[config.mk]
export PLATFORM = sky130hd
export DESIGN_NAME = sw_debounce
export DESIGN_NICKNAME = d
export VERILOG_FILES = /design/src/rtl/sw_debounce_pkg.sv /design/src/rtl/sw_debounce_bit.sv /design/src/rtl/sw_debounce.sv
export SDC_FILE = /design/constraint.sdc
export NUM_CORES = 1
export LEC_CHECK = 0
export ABC_AREA = 1
export ABC_CLOCK_PERIOD_IN_PS = 1800
export CAP_MARGIN = 20
export CORE_UTILIZATION = 61
export CTS_CLUSTER_DIAMETER = 80
export DETAILED_ROUTE_END_ITERATION = 16
export HOLD_SLACK_MARGIN = 0.06
export PLACE_DENSITY = 0.8
export SLEW_MARGIN = 20
export SYNTH_ARGS = -nofsm -noshare
export SYNTH_HDL_FRONTEND = slang
export SYNTH_HIERARCHICAL = 1
export SYNTH_SLANG_ARGS = --single-unit
[constraint.sdc]
create_clock -name clk -period 1.8 [get_ports clk]
set_input_delay 0.27 -clock clk [delete_from_list [all_inputs] [get_ports clk]]
set_output_delay 0.27 -clock clk [all_outputs]
set_load 0.03 [all_outputs]
[src/rtl/sw_debounce_pkg.sv]
// sw_debounce_pkg: shared constants and the per-bit debounce state type
// used by sw_debounce and sw_debounce_bit.
package sw_debounce_pkg;

    // Number of board switches feeding the downstream selector.
    localparam int SW_WIDTH = 10;

    // Default number of consecutive agreeing samples before a bit changes.
    localparam int DEB_CYCLES_DEF = 1000000;

    // Per-bit debounce state.
    //   STABLE   : synchronized sample agrees with the debounced level,
    //              counter held at zero.
    //   COUNTING : sample disagrees with the debounced level, counter
    //              runs toward the terminal count.
    typedef enum logic {
        STABLE   = 1'b0,
        COUNTING = 1'b1
    } deb_state_t;

    // Counter width able to hold every value 0 .. cycles without wrapping.
    function automatic int deb_cnt_width(input int cycles);
        return $clog2(cycles + 1);
    endfunction

endpackage

[src/rtl/sw_debounce_bit.sv]
// sw_debounce_bit: one switch bit -- 2-flop synchronizer, agreement
// counter, STABLE/COUNTING state machine and (optionally) edge pulses.
//
// Build option: define SW_DEBOUNCE_EDGE_EN to create the rise/fall pulse
// registers and the toggle indication. Without it those ports do not exist
// and the debounced level behaves identically.
//
// The state register always equals (sample != level) for the cycle it is
// valid in, so the next state is computed from the value the sample will
// take (sync1) and the level that is about to be registered.
module sw_debounce_bit
    import sw_debounce_pkg::*;
#(
    parameter int DEB_CYCLES = DEB_CYCLES_DEF
) (
    input  logic clk,
    input  logic rst,
    input  logic raw,
    output logic sample,
    output logic level,
    output logic counting
`ifdef SW_DEBOUNCE_EDGE_EN
    ,
    output logic rise,
    output logic fall,
    output logic toggle
`endif
);

    localparam int CW = deb_cnt_width(DEB_CYCLES);
    localparam logic [CW-1:0] TERM = CW'(DEB_CYCLES - 1);

    logic          sync1_q;
    logic          sync2_q;
    logic          level_q;
    logic          level_d;
    logic [CW-1:0] cnt_q;
    logic [CW-1:0] cnt_d;
    deb_state_t    state_q;
    deb_state_t    state_d;

    // Synchronizer, debounced level, counter and state register.
    always_ff @(posedge clk) begin
        if (rst) begin
            sync1_q <= 1'b0;
            sync2_q <= 1'b0;
            level_q <= 1'b0;
            cnt_q   <= '0;
            state_q <= STABLE;
        end else begin
            sync1_q <= raw;
            sync2_q <= sync1_q;
            level_q <= level_d;
            cnt_q   <= cnt_d;
            state_q <= state_d;
        end
    end

    // Next-state logic: count while disagreeing, commit at terminal count,
    // clear on agreement so a bounce restarts the full qualification window.
    always_comb begin
        level_d = level_q;
        cnt_d   = cnt_q;
        case (state_q)
            STABLE: begin
                cnt_d = '0;
            end
            COUNTING: begin
                if (cnt_q == TERM) begin
                    level_d = sync2_q;
                    cnt_d   = '0;
                end else begin
                    cnt_d = cnt_q + CW'(1);
                end
            end
            default: begin
                cnt_d = '0;
            end
        endcase
        state_d = (sync1_q != level_d) ? COUNTING : STABLE;
    end

    assign sample   = sync2_q;
    assign level    = level_q;
    assign counting = (state_q == COUNTING);

`ifdef SW_DEBOUNCE_EDGE_EN
    logic rise_q;
    logic fall_q;

    // Edge pulses, registered on the same edge the debounced level moves.
    always_ff @(posedge clk) begin
        if (rst) begin
            rise_q <= 1'b0;
            fall_q <= 1'b0;
        end else begin
            rise_q <= level_d & ~level_q;
            fall_q <= ~level_d & level_q;
        end
    end

    assign rise   = rise_q;
    assign fall   = fall_q;
    assign toggle = level_d ^ level_q;
`endif

endmodule

[src/rtl/sw_debounce.sv]
// sw_debounce: WIDTH independent switch debouncers with debounced levels,
// per-bit edge pulses, a combined change pulse and a stability flag.
//
// Build option: define SW_DEBOUNCE_EDGE_EN to enable sw_rise, sw_fall and
// sw_changed. Without it those outputs are constant 0 and no pulse
// registers are built; sw_out and sw_stable are unaffected.
//
// dbg_counting exposes each bit's state register (1 = COUNTING).
module sw_debounce
    import sw_debounce_pkg::*;
#(
    parameter int WIDTH      = SW_WIDTH,
    parameter int DEB_CYCLES = DEB_CYCLES_DEF
) (
    input  logic             clk,
    input  logic             rst,
    input  logic [WIDTH-1:0] sw_raw,
    output logic [WIDTH-1:0] sw_out,
    output logic [WIDTH-1:0] sw_rise,
    output logic [WIDTH-1:0] sw_fall,
    output logic             sw_changed,
    output logic             sw_stable,
    output logic [WIDTH-1:0] dbg_counting
);

    logic [WIDTH-1:0] sample;

`ifdef SW_DEBOUNCE_EDGE_EN
    logic [WIDTH-1:0] toggle;
`endif

    for (genvar i = 0; i < WIDTH; i++) begin : g_bit
        sw_debounce_bit #(
            .DEB_CYCLES (DEB_CYCLES)
        ) u_bit (
            .clk      (clk),
            .rst      (rst),
            .raw      (sw_raw[i]),
            .sample   (sample[i]),
            .level    (sw_out[i]),
            .counting (dbg_counting[i])
`ifdef SW_DEBOUNCE_EDGE_EN
            ,
            .rise     (sw_rise[i]),
            .fall     (sw_fall[i]),
            .toggle   (toggle[i])
`endif
        );
    end

`ifdef SW_DEBOUNCE_EDGE_EN
    logic changed_q;

    // Any-bit change pulse, aligned with the per-bit rise/fall pulses.
    always_ff @(posedge clk) begin
        if (rst) begin
            changed_q <= 1'b0;
        end else begin
            changed_q <= |toggle;
        end
    end

    assign sw_changed = changed_q;
`else
    assign sw_rise    = '0;
    assign sw_fall    = '0;
    assign sw_changed = 1'b0;
`endif

    // Stable when every synchronized sample already matches its output.
    assign sw_stable = (sample == sw_out);

endmodule

==> flow_summary.ini <==
[outcome]
status = finished, violations left
violations = negative setup slack

[synthesis]
synth_compound_area_share_pct = 5.13
synthTopCellsByArea = dfxtp_1 (40%), nor2_1 (8.8%), nand2_1 (8.7%), inv_1 (6.7%), nand3_1 (4.2%)
yosys_warnings = 6
synth_top_family_by_area = simple AND/OR/NAND/NOR gates
synth.avg_cell_area_um2 = 7.30
synth_top_area_cell = dfxtp_1
synth_fa_ha_area_share_pct = 1.05
yosys.area_share.simple_pct = 40.4
seq_area_frac_synth_pct = 40.2
muxShareOfSynthArea_pct = 0
ys_ff_latch = 240
synth-xor-area-share_pct = 3.15
synth_top_area_share_pct = 40.2
synthCells = 1636
netlist_area_um2 = 11900
ys_types = 27

[detailed_routing]
drc = 0
drtIter0Drc = 414
wl_per_cell_um = 11.0
vias_per_cell = 5.00
first_pass_iters = 4
postRouteWirelength_um = 21700
ant_nets = 0
vias = 9889

[floorplan]
rows = 50
initial_core_util_pct = 63.0
die_w_um = 142
io_pins = 54
die_y_um = 142
core_area_um2 = 19000
dieArea_um2 = 20100

[setup_path]
setup.worst_path.end_class = output pin
crit_required_ps = 1530
cp_common_cell = nand2_2
critical_path_class = flip-flop to output pin
cp_max_fo = 4
critPathLaunchType = flip-flop
slowest_stage = dfxtp_2
crit_chain = inv_2 -> nand2_2 -> nand2_2 -> nor2_2 -> nand3_2 -> nor2_4 -> buf_6
cp_num_buf_inv = 2
cp_top_family = simple AND/OR/NAND/NOR gates
critical_path_arrival_ps = 1560
critPathMaxStageDelay_ps = 360

[global_route]
grt_pass1_vias = 9162
grt_overflow = 0
grt_first_pass_wirelength_um = 38400
grtUsageTotal_pct = 22.3
grt_max_degree = 41
grt_antenna_before_repair = 0

[cts]
cts_max_level = 1
clockBufferDepth = 3
cts-root-buf = clkbuf_16
ctsHoldBuffers = 0
clock_latency_ps = 520
clkTransAtPathRegs_ps = 60
cts_buffers = 27
cts.sinks = 240
cts_tree = done

[pwr]
switching_power_mw = 2.40
powerDensity_nw_per_um2 = 842
comb_power_share_pct = 2.7
power_frac_seq_pct = 47.2
leakagePower_nw = 4.93
irDropWorstVdd_uv = 780
switching_share_pct = 21.1
power.share.clock_pct = 50.0
p_int_mw = 8.98

[finish]
mostFrequentLayoutCells = nor2_1 (276), nand2_1 (272), dfxtp_1 (229)
postLayoutCoreUtil_pct = 71.3
fin_nets = 1720
drive_gt1_share_pct = 17.1
diodes = 0
area_growth_pct = 13.2
final_common_cell = nor2_1

[timing]
finalSetupTns_ps = -28.6
fmax_ghz = 0.547
worst_slack_ps = -28.6
skew_ps = 13.6
post-route-min-period_ps = 1830
hold_viol = 0
drv_slew = 0
period_share_pct = 102
setup_viol = 1
rsz0062_at_grt = true

[placement]
port-buffer-count = 32
dpl.hpwl_um = 15400
place_ws_ps = 139
gp_congestion = 0.864

[min_path]
min_path_type = input port to flip-flop

[job]
cap_violations = 0
## area by class of cell
cell class / instances / area (µm²)
Multi-Input combinational cell: 1133 / 6060
Fill cell: 1527 / 5430
Sequential cell: 240 / 4820
Inverter: 242 / 908
Clock buffer: 35 / 756
Timing Repair Buffer: 54 / 469
Tap cell: 260 / 325
Clock inverter: 14 / 190
## cells in the mapped netlist
library cell	n
nand3_2	20
a31oi_1	30
nand4_1	30
ha_1	10
inv_1	212
buf_4	31
and3_1	10
nor3_1	50
xnor2_1	10
nand2_2	80
xor2_1	33
a21oi_1	60
nand3_1	101
nor2_2	20
dfxtp_1	240
inv_2	30
nand2_1	278
o21ai_0	10
buf_2	10
nor2_4	30
nand3_4	10
nor3b_1	20
conb_1	1
nor3_4	10
nor2_1	280
a211oi_1	10
nand3b_1	10
## metal layers
layer	wire length [µm]	global-route usage, %	vias up
li1	-	-	5280
met1	10200	28.5	4460
met2	10500	40.1	119
met3	687	2.77	30
met4	319	4.98	0
met5	0	0	-
## through the flow
stage | hold slack [ps] | total power [mW] | instances | area [µm²]
after floorplan | 341 | 5.73 | 1656 | 12000
after global placement | 428 | 5.79 | 1921 | 12500
after detailed placement | 440 | 5.80 | 1921 | 12500
after CTS | 164 | 11.5 | 1970 | 13400
after global routing | 183 | 11.8 | 1978 | 13500
final | 180 | 11.4 | 1978 | 13500
## worst paths after layout
path / slack (ps) / cells after the start / end / startpoint
worst max-delay path: -30 / 7 / sw_stable / g_bit[2].u_bit/level$_SDFF_PP0_
worst min-delay path: 180 / 3 / g_bit[6].u_bit/level$_SDFF_PP0_ / rst
worst max register to register: 130 / 9 / g_bit[4].u_bit/cnt_q[18]$_SDFF_PP0_ / g_bit[4].u_bit/cnt_q[0]$_SDFF_PP0_
worst min register to register: 450 / 2 / g_bit[5].u_bit/sample$_SDFF_PP0_ / g_bit[5].u_bit/sync1_q$_SDFF_PP0_
## cells by family (layout without fill, tap and decap cells)
group,Yosys count,after routing
xor+xnor,43,43
compound gates,110,110
simple gates,949,949
buf+inv,283,345
other cells,1,21
fa+ha+maj,10,10
flops,240,240
## state kept, by name (all words and copies together) (netlist names)
| signal | count |
|---|---|
| g_bit.u_bit/cnt_q | 200 |
| g_bit.u_bit/counting | 10 |
| g_bit.u_bit/level | 10 |
| g_bit.u_bit/sample | 10 |
| g_bit.u_bit/sync1_q | 10 |
## worst reg2reg max path, stage by stage (launching register included)
cell	delay, ps
dfxtp_1	350
ha_1	210
nand2_2	90
nor2_4	170
nand2_2	90
nor2_4	140
nand2_2	80
nand3_4	180
inv_2	80
and3_1	180
## power by group through the flow
| stage | Combinational (mW) | Clock, mW | Sequential (mW) |
|---|---|---|---|
| finish | 0.310 | 5.70 | 5.38 |
| floorplan | 0.216 | 0 | 5.51 |
| global route | 0.344 | 6.08 | 5.38 |
| global placement | 0.295 | 0 | 5.49 |
| detailed placement | 0.301 | 0 | 5.50 |
| CTS | 0.299 | 5.83 | 5.38 |
## timing repair
action / CTS / global route
resized for setup: 21 / 25
setup buffers: 0 / 8
setup endpoints to repair: 21 / 6
pin swaps: 0 / 7
No activity file was read; power rests on OpenSTA's default activity.
